**src/rtl/multicycle_control_pkg.sv**
```systemverilog
// multicycle_control_pkg: shared state, ALU, opcode and select encodings for the multicycle CPU
package multicycle_control_pkg;

  typedef enum logic [3:0] {
    FETCH,
    DECODE,
    MEM_ADDR,
    MEM_RD,
    MEM_WB,
    MEM_WR,
    EXEC_R,
    EXEC_I,
    ALU_WB,
    BRANCH,
    JUMP,
    JAL,
    JR,
    HALT
  } state_t;

  localparam logic [3:0] ALU_ADDIU = 4'b0000;
  localparam logic [3:0] ALU_SW    = 4'b0001;
  localparam logic [3:0] ALU_ADDU  = 4'b0010;
  localparam logic [3:0] ALU_JAL   = 4'b0011;
  localparam logic [3:0] ALU_LW    = 4'b0100;
  localparam logic [3:0] ALU_OR    = 4'b0101;
  localparam logic [3:0] ALU_BNE   = 4'b0110;
  localparam logic [3:0] ALU_J     = 4'b0111;
  localparam logic [3:0] ALU_JR    = 4'b1000;
  localparam logic [3:0] ALU_LUI   = 4'b1001;

  localparam logic [5:0] OP_RTYPE = 6'h00;
  localparam logic [5:0] OP_J     = 6'h02;
  localparam logic [5:0] OP_JAL   = 6'h03;
  localparam logic [5:0] OP_BNE   = 6'h05;
  localparam logic [5:0] OP_ADDIU = 6'h09;
  localparam logic [5:0] OP_LUI   = 6'h0F;
  localparam logic [5:0] OP_LW    = 6'h23;
  localparam logic [5:0] OP_SW    = 6'h2B;

  localparam logic [5:0] FN_JR   = 6'h08;
  localparam logic [5:0] FN_ADDU = 6'h21;
  localparam logic [5:0] FN_OR   = 6'h25;

  localparam logic       SRC_A_PC     = 1'b0;
  localparam logic       SRC_A_RS     = 1'b1;
  localparam logic [1:0] SRC_B_RT     = 2'd0;
  localparam logic [1:0] SRC_B_FOUR   = 2'd1;
  localparam logic [1:0] SRC_B_IMM    = 2'd2;
  localparam logic [1:0] SRC_B_IMM_SH = 2'd3;

  localparam logic [1:0] DST_RT = 2'd0;
  localparam logic [1:0] DST_RD = 2'd1;
  localparam logic [1:0] DST_RA = 2'd2;

  localparam logic [1:0] PC_ALU    = 2'd0;
  localparam logic [1:0] PC_ALUOUT = 2'd1;
  localparam logic [1:0] PC_JUMP   = 2'd2;
  localparam logic [1:0] PC_RS     = 2'd3;

  // Instruction dispatch out of DECODE; anything unsupported parks the FSM in HALT
  function automatic state_t dispatch(input logic [5:0] op, input logic [5:0] fn);
    case (op)
      OP_LW, OP_SW:     return MEM_ADDR;
      OP_RTYPE:         return (fn == FN_ADDU || fn == FN_OR) ? EXEC_R : (fn == FN_JR) ? JR : HALT;
      OP_ADDIU, OP_LUI: return EXEC_I;
      OP_BNE:           return BRANCH;
      OP_J:             return JUMP;
      OP_JAL:           return JAL;
      default:          return HALT;
    endcase
  endfunction

endpackage

```
**src/rtl/multicycle_control_decode.sv**
```systemverilog
// control_decode: per-state datapath control decode for the multicycle controller
module control_decode
  import multicycle_control_pkg::*;
(
  input  state_t     state,
  input  logic [5:0] opcode,
  input  logic [5:0] funct,
  input  logic       zero,
  input  logic       mem_ready,
  output logic [3:0] alu_ctrl,
  output logic       alu_src_a,
  output logic [1:0] alu_src_b,
  output logic       iord,
  output logic       mem_read,
  output logic       mem_write,
  output logic       ir_write,
  output logic       reg_write,
  output logic       mem_to_reg,
  output logic       pc_write,
  output logic [1:0] reg_dst,
  output logic [1:0] pc_src,
  output logic       illegal
);

  // Controls per state; opcode/funct stay stable after FETCH so they refine the op within a state
  always_comb begin
    alu_ctrl   = ALU_ADDU;
    alu_src_a  = SRC_A_PC;
    alu_src_b  = SRC_B_RT;
    iord       = 1'b0;
    mem_read   = 1'b0;
    mem_write  = 1'b0;
    ir_write   = 1'b0;
    reg_write  = 1'b0;
    mem_to_reg = 1'b0;
    pc_write   = 1'b0;
    reg_dst    = DST_RT;
    pc_src     = PC_ALU;
    illegal    = 1'b0;
    case (state)
      FETCH: begin
        mem_read  = 1'b1;
        alu_src_b = SRC_B_FOUR;
        ir_write  = mem_ready;
        pc_write  = mem_ready;
      end
      DECODE: alu_src_b = SRC_B_IMM_SH;
      MEM_ADDR: begin
        alu_src_a = SRC_A_RS;
        alu_src_b = SRC_B_IMM;
        alu_ctrl  = (opcode == OP_SW) ? ALU_SW : ALU_LW;
      end
      MEM_RD: begin
        mem_read = 1'b1;
        iord     = 1'b1;
      end
      MEM_WB: begin
        reg_write  = 1'b1;
        mem_to_reg = 1'b1;
      end
      MEM_WR: begin
        mem_write = 1'b1;
        iord      = 1'b1;
      end
      EXEC_R: begin
        alu_src_a = SRC_A_RS;
        alu_ctrl  = (funct == FN_OR) ? ALU_OR : ALU_ADDU;
      end
      EXEC_I: begin
        alu_src_a = SRC_A_RS;
        alu_src_b = SRC_B_IMM;
        alu_ctrl  = (opcode == OP_LUI) ? ALU_LUI : ALU_ADDIU;
      end
      ALU_WB: begin
        reg_write = 1'b1;
        reg_dst   = (opcode == OP_RTYPE) ? DST_RD : DST_RT;
      end
      BRANCH: begin
        alu_src_a = SRC_A_RS;
        alu_ctrl  = ALU_BNE;
        pc_src    = PC_ALUOUT;
        pc_write  = ~zero;
      end
      JUMP: begin
        alu_ctrl = ALU_J;
        pc_write = 1'b1;
        pc_src   = PC_JUMP;
      end
      JAL: begin
        alu_ctrl  = ALU_JAL;
        pc_write  = 1'b1;
        pc_src    = PC_JUMP;
        reg_write = 1'b1;
        reg_dst   = DST_RA;
      end
      JR: begin
        alu_ctrl  = ALU_JR;
        alu_src_a = SRC_A_RS;
        pc_write  = 1'b1;
        pc_src    = PC_RS;
      end
      HALT: illegal = 1'b1;
      default: ;
    endcase
  end

endmodule

```
**src/rtl/multicycle_control.sv**
```systemverilog
// multicycle_control: state register and next-state logic of the multicycle CPU controller
module multicycle_control
  import multicycle_control_pkg::*;
(
  input  logic       clk,
  input  logic       rst_n,
  input  logic [5:0] opcode,
  input  logic [5:0] funct,
  input  logic       zero,
  input  logic       mem_ready,
  output logic [3:0] alu_ctrl,
  output logic       alu_src_a,
  output logic [1:0] alu_src_b,
  output logic       iord,
  output logic       mem_read,
  output logic       mem_write,
  output logic       ir_write,
  output logic       reg_write,
  output logic       mem_to_reg,
  output logic       pc_write,
  output logic [1:0] reg_dst,
  output logic [1:0] pc_src,
  output logic       illegal,
  output logic [3:0] state
);

  state_t st, nxt;
  logic d_mem_read, d_mem_write, d_ir_write, d_reg_write, d_pc_write;

  // State register; reset abandons any in-flight instruction
  always_ff @(posedge clk or negedge rst_n) begin
    if (!rst_n) st <= FETCH;
    else st <= nxt;
  end

  // Next state: memory states stall on mem_ready, HALT absorbs until reset
  always_comb begin
    nxt = st;
    case (st)
      FETCH:            nxt = mem_ready ? DECODE : FETCH;
      DECODE:           nxt = dispatch(opcode, funct);
      MEM_ADDR:         nxt = (opcode == OP_SW) ? MEM_WR : MEM_RD;
      MEM_RD:           nxt = mem_ready ? MEM_WB : MEM_RD;
      MEM_WR:           nxt = mem_ready ? FETCH : MEM_WR;
      EXEC_R, EXEC_I:   nxt = ALU_WB;
      HALT:             nxt = HALT;
      default:          nxt = FETCH;
    endcase
  end

  control_decode u_decode (
    .state      (st),
    .opcode     (opcode),
    .funct      (funct),
    .zero       (zero),
    .mem_ready  (mem_ready),
    .alu_ctrl   (alu_ctrl),
    .alu_src_a  (alu_src_a),
    .alu_src_b  (alu_src_b),
    .iord       (iord),
    .mem_read   (d_mem_read),
    .mem_write  (d_mem_write),
    .ir_write   (d_ir_write),
    .reg_write  (d_reg_write),
    .mem_to_reg (mem_to_reg),
    .pc_write   (d_pc_write),
    .reg_dst    (reg_dst),
    .pc_src     (pc_src),
    .illegal    (illegal)
  );

  // Reset state is FETCH, which reads memory, so enables are masked while rst_n is low
  assign mem_read  = rst_n & d_mem_read;
  assign mem_write = rst_n & d_mem_write;
  assign ir_write  = rst_n & d_ir_write;
  assign reg_write = rst_n & d_reg_write;
  assign pc_write  = rst_n & d_pc_write;
  assign state     = st;

endmodule

```
**config.mk**
```make
export PLATFORM = sky130hd
export DESIGN_NAME = multicycle_control
export DESIGN_NICKNAME = d
export VERILOG_FILES = /design/src/rtl/multicycle_control_pkg.sv /design/src/rtl/multicycle_control_decode.sv /design/src/rtl/multicycle_control.sv
export SDC_FILE = /design/constraint.sdc
export NUM_CORES = 1
export LEC_CHECK = 0
export CORE_MARGIN = 2
export CORE_UTILIZATION = 40
export CTS_CLUSTER_DIAMETER = 200
export CTS_CLUSTER_SIZE = 28
export DETAILED_ROUTE_END_ITERATION = 6
export GPL_TIMING_DRIVEN = 0
export MAX_ROUTING_LAYER = met4
export PLACE_DENSITY_LB_ADDON = 0.25
export SETUP_SLACK_MARGIN = 0.02
export SYNTH_ARGS = -nofsm -noshare
export SYNTH_HDL_FRONTEND = slang
export SYNTH_SLANG_ARGS = --single-unit
```
**constraint.sdc**
```tcl
create_clock -name clk -period 1.9 [get_ports clk]
set_input_delay 0.285 -clock clk [delete_from_list [all_inputs] [get_ports clk]]
set_output_delay 0.285 -clock clk [all_outputs]
set_load 0.02 [all_outputs]
```
# Yosys cells after proc, flatten, opt, wreduce, memory -nomap -nowiden
# Index checks and enable logic that the tools add are counted.
# op_classes
n_bitwise,6
reduce_logical,13
eq_ne,23
muxes,25
# op_table
cell,n
$pmux W4 S7,2
$eq A4 B4 Y1 const B,6
$eq A6 B6 Y1 const B,4
$pmux W4 S6,1
$eq A6 B4 Y1 const B,3
$eq A4 B3 Y1 const B,4
$mux W3,5
$reduce_or A2 Y1,7
$eq A6 B2 Y1 const B,2
$pmux W2 S3,2
$mux W1,11
$eq A4 B2 Y1 const B,2
$mux W4,2
$eq A6 B3 Y1 const B,1
$logic_not A6 Y1,1
$reduce_or A3 Y1,2
$and A1 B1 Y1,5
$reduce_or A5 Y1,1
$eq A4 B1 Y1 const B,1
$logic_not A4 Y1,1
$pmux W2 S2,1
$pmux W1 S3,1
$logic_or A1 B1 Y1,1
$not A1 Y1,1
# totals
input_bits,16
register_bits,4
output_inout_bits,23
elab_cells,68

# Depth between registers and ports, before layout
# depth
depth_word,5
mapped_depth,5
mapped_depth_nobuf,4

# By module
# A second synthesis with hierarchy kept.
# unflattened
hier_cells,134
hier_area_um2,982.2
# by_module_without_submodules
module,area_each_um2,seq_area_each_um2,cells_each,n_inst
multicycle_control,543.0,100.1,70,1
control_decode,439.2,0.0,64,1

# Worst setup path after synthesis
# No wires, ideal clock.
# synth_timing
kind,register to output
start,register st[0] (netlist: state[0])
end,output port alu_src_a
t_required_ps,1615
arrival_time_ps,1601
path_buffers,2
path_slack_ps,14
stages_incl_launch_ff,5
path_cell_list,dfrtp_1 > clkbuf_1 > clkbuf_1 > nand2_1 > o221ai_1
# synth_via
elab_chain_cells,3
elab_cells_between_ends,7
classes_between,5 x eq/ne; 1 x mux; 1 x reduce/logical
# synth_lines
element,line_no,text
start: declaration,multicycle_control.sv:27,"state_t st, nxt;"
start signal: assignment,multicycle_control.sv:33,else st <= nxt;
$eq A4 B3 Y1 (tied with other cells),multicycle_control_decode.sv:40,case (state)
$reduce_or A5 Y1 (no line) (*),-,
$mux W1 (*),multicycle_control_decode.sv:40,
end: declaration,multicycle_control.sv:12,"output logic alu_src_a,"
# Mark *: on every way between the ends. The rest lies on a longest branch, timed or not.

# Worst setup path in the final report
# layout_timing
start,input port funct[5]
end,output port alu_ctrl[0]
# layout_via
elab_chain_cells,3
# layout_lines
element,line_no,text
start: declaration,multicycle_control.sv:8,"input logic [5:0] funct,"
$eq A6 B6 Y1,multicycle_control_decode.sv:67,alu_ctrl = (funct == FN_OR) ? ALU_OR : ALU_ADDU;
$mux W3,multicycle_control_decode.sv:67,
$pmux W4 S7,multicycle_control_decode.sv:40,
end: declaration,multicycle_control.sv:11,"output logic [3:0] alu_ctrl,"
# Every way passes these cells.

==> qor.yml <==
placed_design:
  place.port_buffers: 35
  placedInstanceArea_um2: 1180
  global_placer_s_final_weighted_congestion: 0.904
  dp_hpwl_mm: 1.90
synth:
  yosys_warnings: 0
  netlist.area_leader.share_pct: 12.6
  synth_top_cell_by_area: "dfrtp_1"
  avgSynthCellArea_um2: 6.49
  syn_area_um2: 792
  synth_ff_type: "dfrtp_1"
  synthesis.instances: 122
  async_reset_ff_share_pct: 100
  synth_cell_types: 42
  synth-seq-cells: 4
  ranking_of_synthesized_cells_by_instance_count: "13 x nand2_1, 12 x nor2_1, 8 x nor3_1"
  post_synth_edffs: 0
  synth_area_leaders: "dfrtp_1 13%, nand2_1 6.2%, nor2_1 5.7%, nor2b_1 5.5%, nor3_1 5.1%"
  sequential_to_total_area_share_from_yosys_stat_pct: 12.6
  mappedNetlistNets: 138
  yosys.cell_count.top_type: "nand2_1"
sta:
  setup_violations: 0
  final.period_utilization_pct: 97.1
  final_hold_viol_count: 0
  timing_worst_slew_pin_value_ns: 0.459
  grt_setup_unrepaired: "true"
  timing.hold.ws_ns: 0.0379
  post-route-min-period_ns: 1.84
  fin_worst_skew_ns: 0.00628
  maximum_clock_frequency_mhz: 542
  worst_slew_margin_rel_pct: 68.6
  slew_violations: 0
cells_and_area:
  proportion_of_layout_cells_with_a_drive_suffix_above_1_pct: 30.1
  layout.cell_area.non_filler_um2: 1300
  fill_cells: 182
  max_reg_flops: 4
  final_cell_utilization_of_the_core_pct: 67.4
  post_synthesis_to_final_layout_area_growth_pct: 63.7
  finalNetCount: 184
  diodes: 0
clock_network:
  cts.sinks: 4
  number_of_buffers_created_by_cts: 3
  path_clk_slew_ns: 0.04
  tritoncts: "yes"
  clock_path_buffers: 2
  clock_tree_root_buffer_cell: "clkbuf_4"
  cts-htree-levels: 1
  worstSkewPairLatency_ns: 0.24
floorplan:
  initial_utilization_pct: 41.2
  rows: 16
  die_area_um2: 2350
  design.portCount: 39
  die_x_um: 48.5
  fp.coreArea_um2: 1920
  die_height_um: 48.5
detailed_routing:
  finalWirelength_mm: 2.80
  drc_errors: 0
  route.antenna.remaining_nets: 0
  vias: 1150
  first_pass_iters: 4
  post_drt_wl_per_cell_um: 14.5
  drt_first_iter_violations: 25
  drt-vias-per-instance: 5.96
global_route:
  globalRouteOverflowTotal: 0
  grt_antenna_before_repair: 0
  first_global_vias: 983
  grt_first_pass_wirelength_mm: 4.28
  grt_start_max_net_pins: 11
  grt_use_total_pct: 23.0
worst_hold_path:
  worst_hold_path_type: "in2async"
critical_path:
  data_arrival_time_at_the_worst_slack_endpoint_ns: 1.56
  regToRegSetupSlack_ns: 0.44
  r2r.worst_path.cells: 5
  crit_path_start_kind: "primary input"
  regToRegEndpoint: "state[0]"
  worst-endpoint-required_ns: 1.62
  worst_r2r_startpoint: "state[3]"
  critical_path.max_fanout: 4
  worstSetupEndpointType: "output pin"
  critPathKind: "in2out"
flow_run:
  maxCapViolCount: 0
power:
  pwr_density_cell_nw_per_um2: 1230
  leakage_nw: 0.554
  ir_drop_v: 0.000966
status:
  run_status: "complete, no violations"
metal layers:
metal	track usage [%]	share of wire [%]	wire, um	vias to the layer above
met2	38.9	47	1320	59
met3	4.01	7.9	220	10
met4	8.10	3.0	85	0
met5	-	0	0	-
met1	27.6	42	1170	539
li1	-	-	-	542
worst max path at each step:
| stage | start | endpoint | slack, ns | cells after the start |
|---|---|---|---|---|
| detailed placement | opcode[2] | reg_dst[0] | -0.78 | 5 |
| floorplan | state[2] | alu_ctrl[1] | 0.02 | 4 |
| global route | state[0] | alu_ctrl[2] | 0.006 | 6 |
| CTS | opcode[2] | reg_dst[0] | -0.004 | 5 |
| finish | funct[5] | alu_ctrl[0] | 0.06 | 6 |
| global placement | opcode[2] | reg_dst[0] | -0.76 | 5 |
worst max-delay path, cell delays in order:
cell,delay [ns]
clkdlybuf4s50_1,0.47
and3b_2,0.22
nand4_1,0.13
o22ai_2,0.17
o21a_1,0.15
buf_4,0.13
stage by stage:
stage	std cells	setup TNS (ns)	setup slack, ns	total power [W]
2_1_floorplan	122	0	0.0232	0.000904
3_3_place_gp	184	-7.07	-0.763	0.00133
3_5_place_dp	184	-7.58	-0.777	0.00134
4_1_cts	190	-0.00425	-0.00425	0.00153
5_1_grt	193	0	0.00609	0.00170
6_report	193	0	0.0557	0.00159
logic make-up (layout without fill, tap and decap cells):
group           Yosys count  after routing  share of synthesized area (%)
buf+inv                  14             58                           6.64
flops                     4              4                           12.6
simple gates             64             64                           43.3
compound gates           34             34                           30.3
xor+xnor                  3              3                           3.32
mux                       3              3                           3.79
layout make-up:
class	count	area, um^2	area share [%]
plain buffers	10	85.1	6.56
multi-input cells	104	703	54.2
inverters	4	18.8	1.45
well taps	27	33.8	2.61
flip-flops and latches	4	103	7.92
repair buffers	41	330	25.5
clock buffers	3	22.5	1.74
cell usage in the layout (no fill, tap or decap), types with 3 or more instances in the layout:
cell             netlist  routed
o21a_1                 4       4
mux2i_1                3       3
dlygate4sd2_1          0      10
nand3_1                3       3
nand3b_1               4       4
nand2b_1               6       6
clkdlybuf4s50_1        0      11
clkbuf_4               0       6
buf_4                  0      15
nor2b_1                7       5
buf_2                  0       4
a21oi_1                5       5
clkbuf_2               0       4
nor3_1                 8       5
nand2_1               13      13
and3_1                 3       3
inv_1                  4       3
nor2_1                12       8
o21ai_0                4       4
where the power goes:
| group | total (W) | leakage (nW) | internal (W) | switching [W] |
|---|---|---|---|---|
| Combinational | 0.00133 | 0.492 | 0.000578 | 0.000751 |
| Clock | 0.000106 | 0.0138 | 0.0000706 | 0.0000349 |
| Sequential | 0.000159 | 0.0484 | 0.000120 | 0.0000388 |
repair_timing:
item / 4_1_cts / 5_1_grt
setup buffers: 3 / 3
cloned: 0 / 0
endpoints found under the setup margin: 20 / 12
pin swaps: 3 / 5
resized for setup: 86 / 27
hold buffers: 0 / 0
No activity file was read; power rests on OpenSTA's default activity.
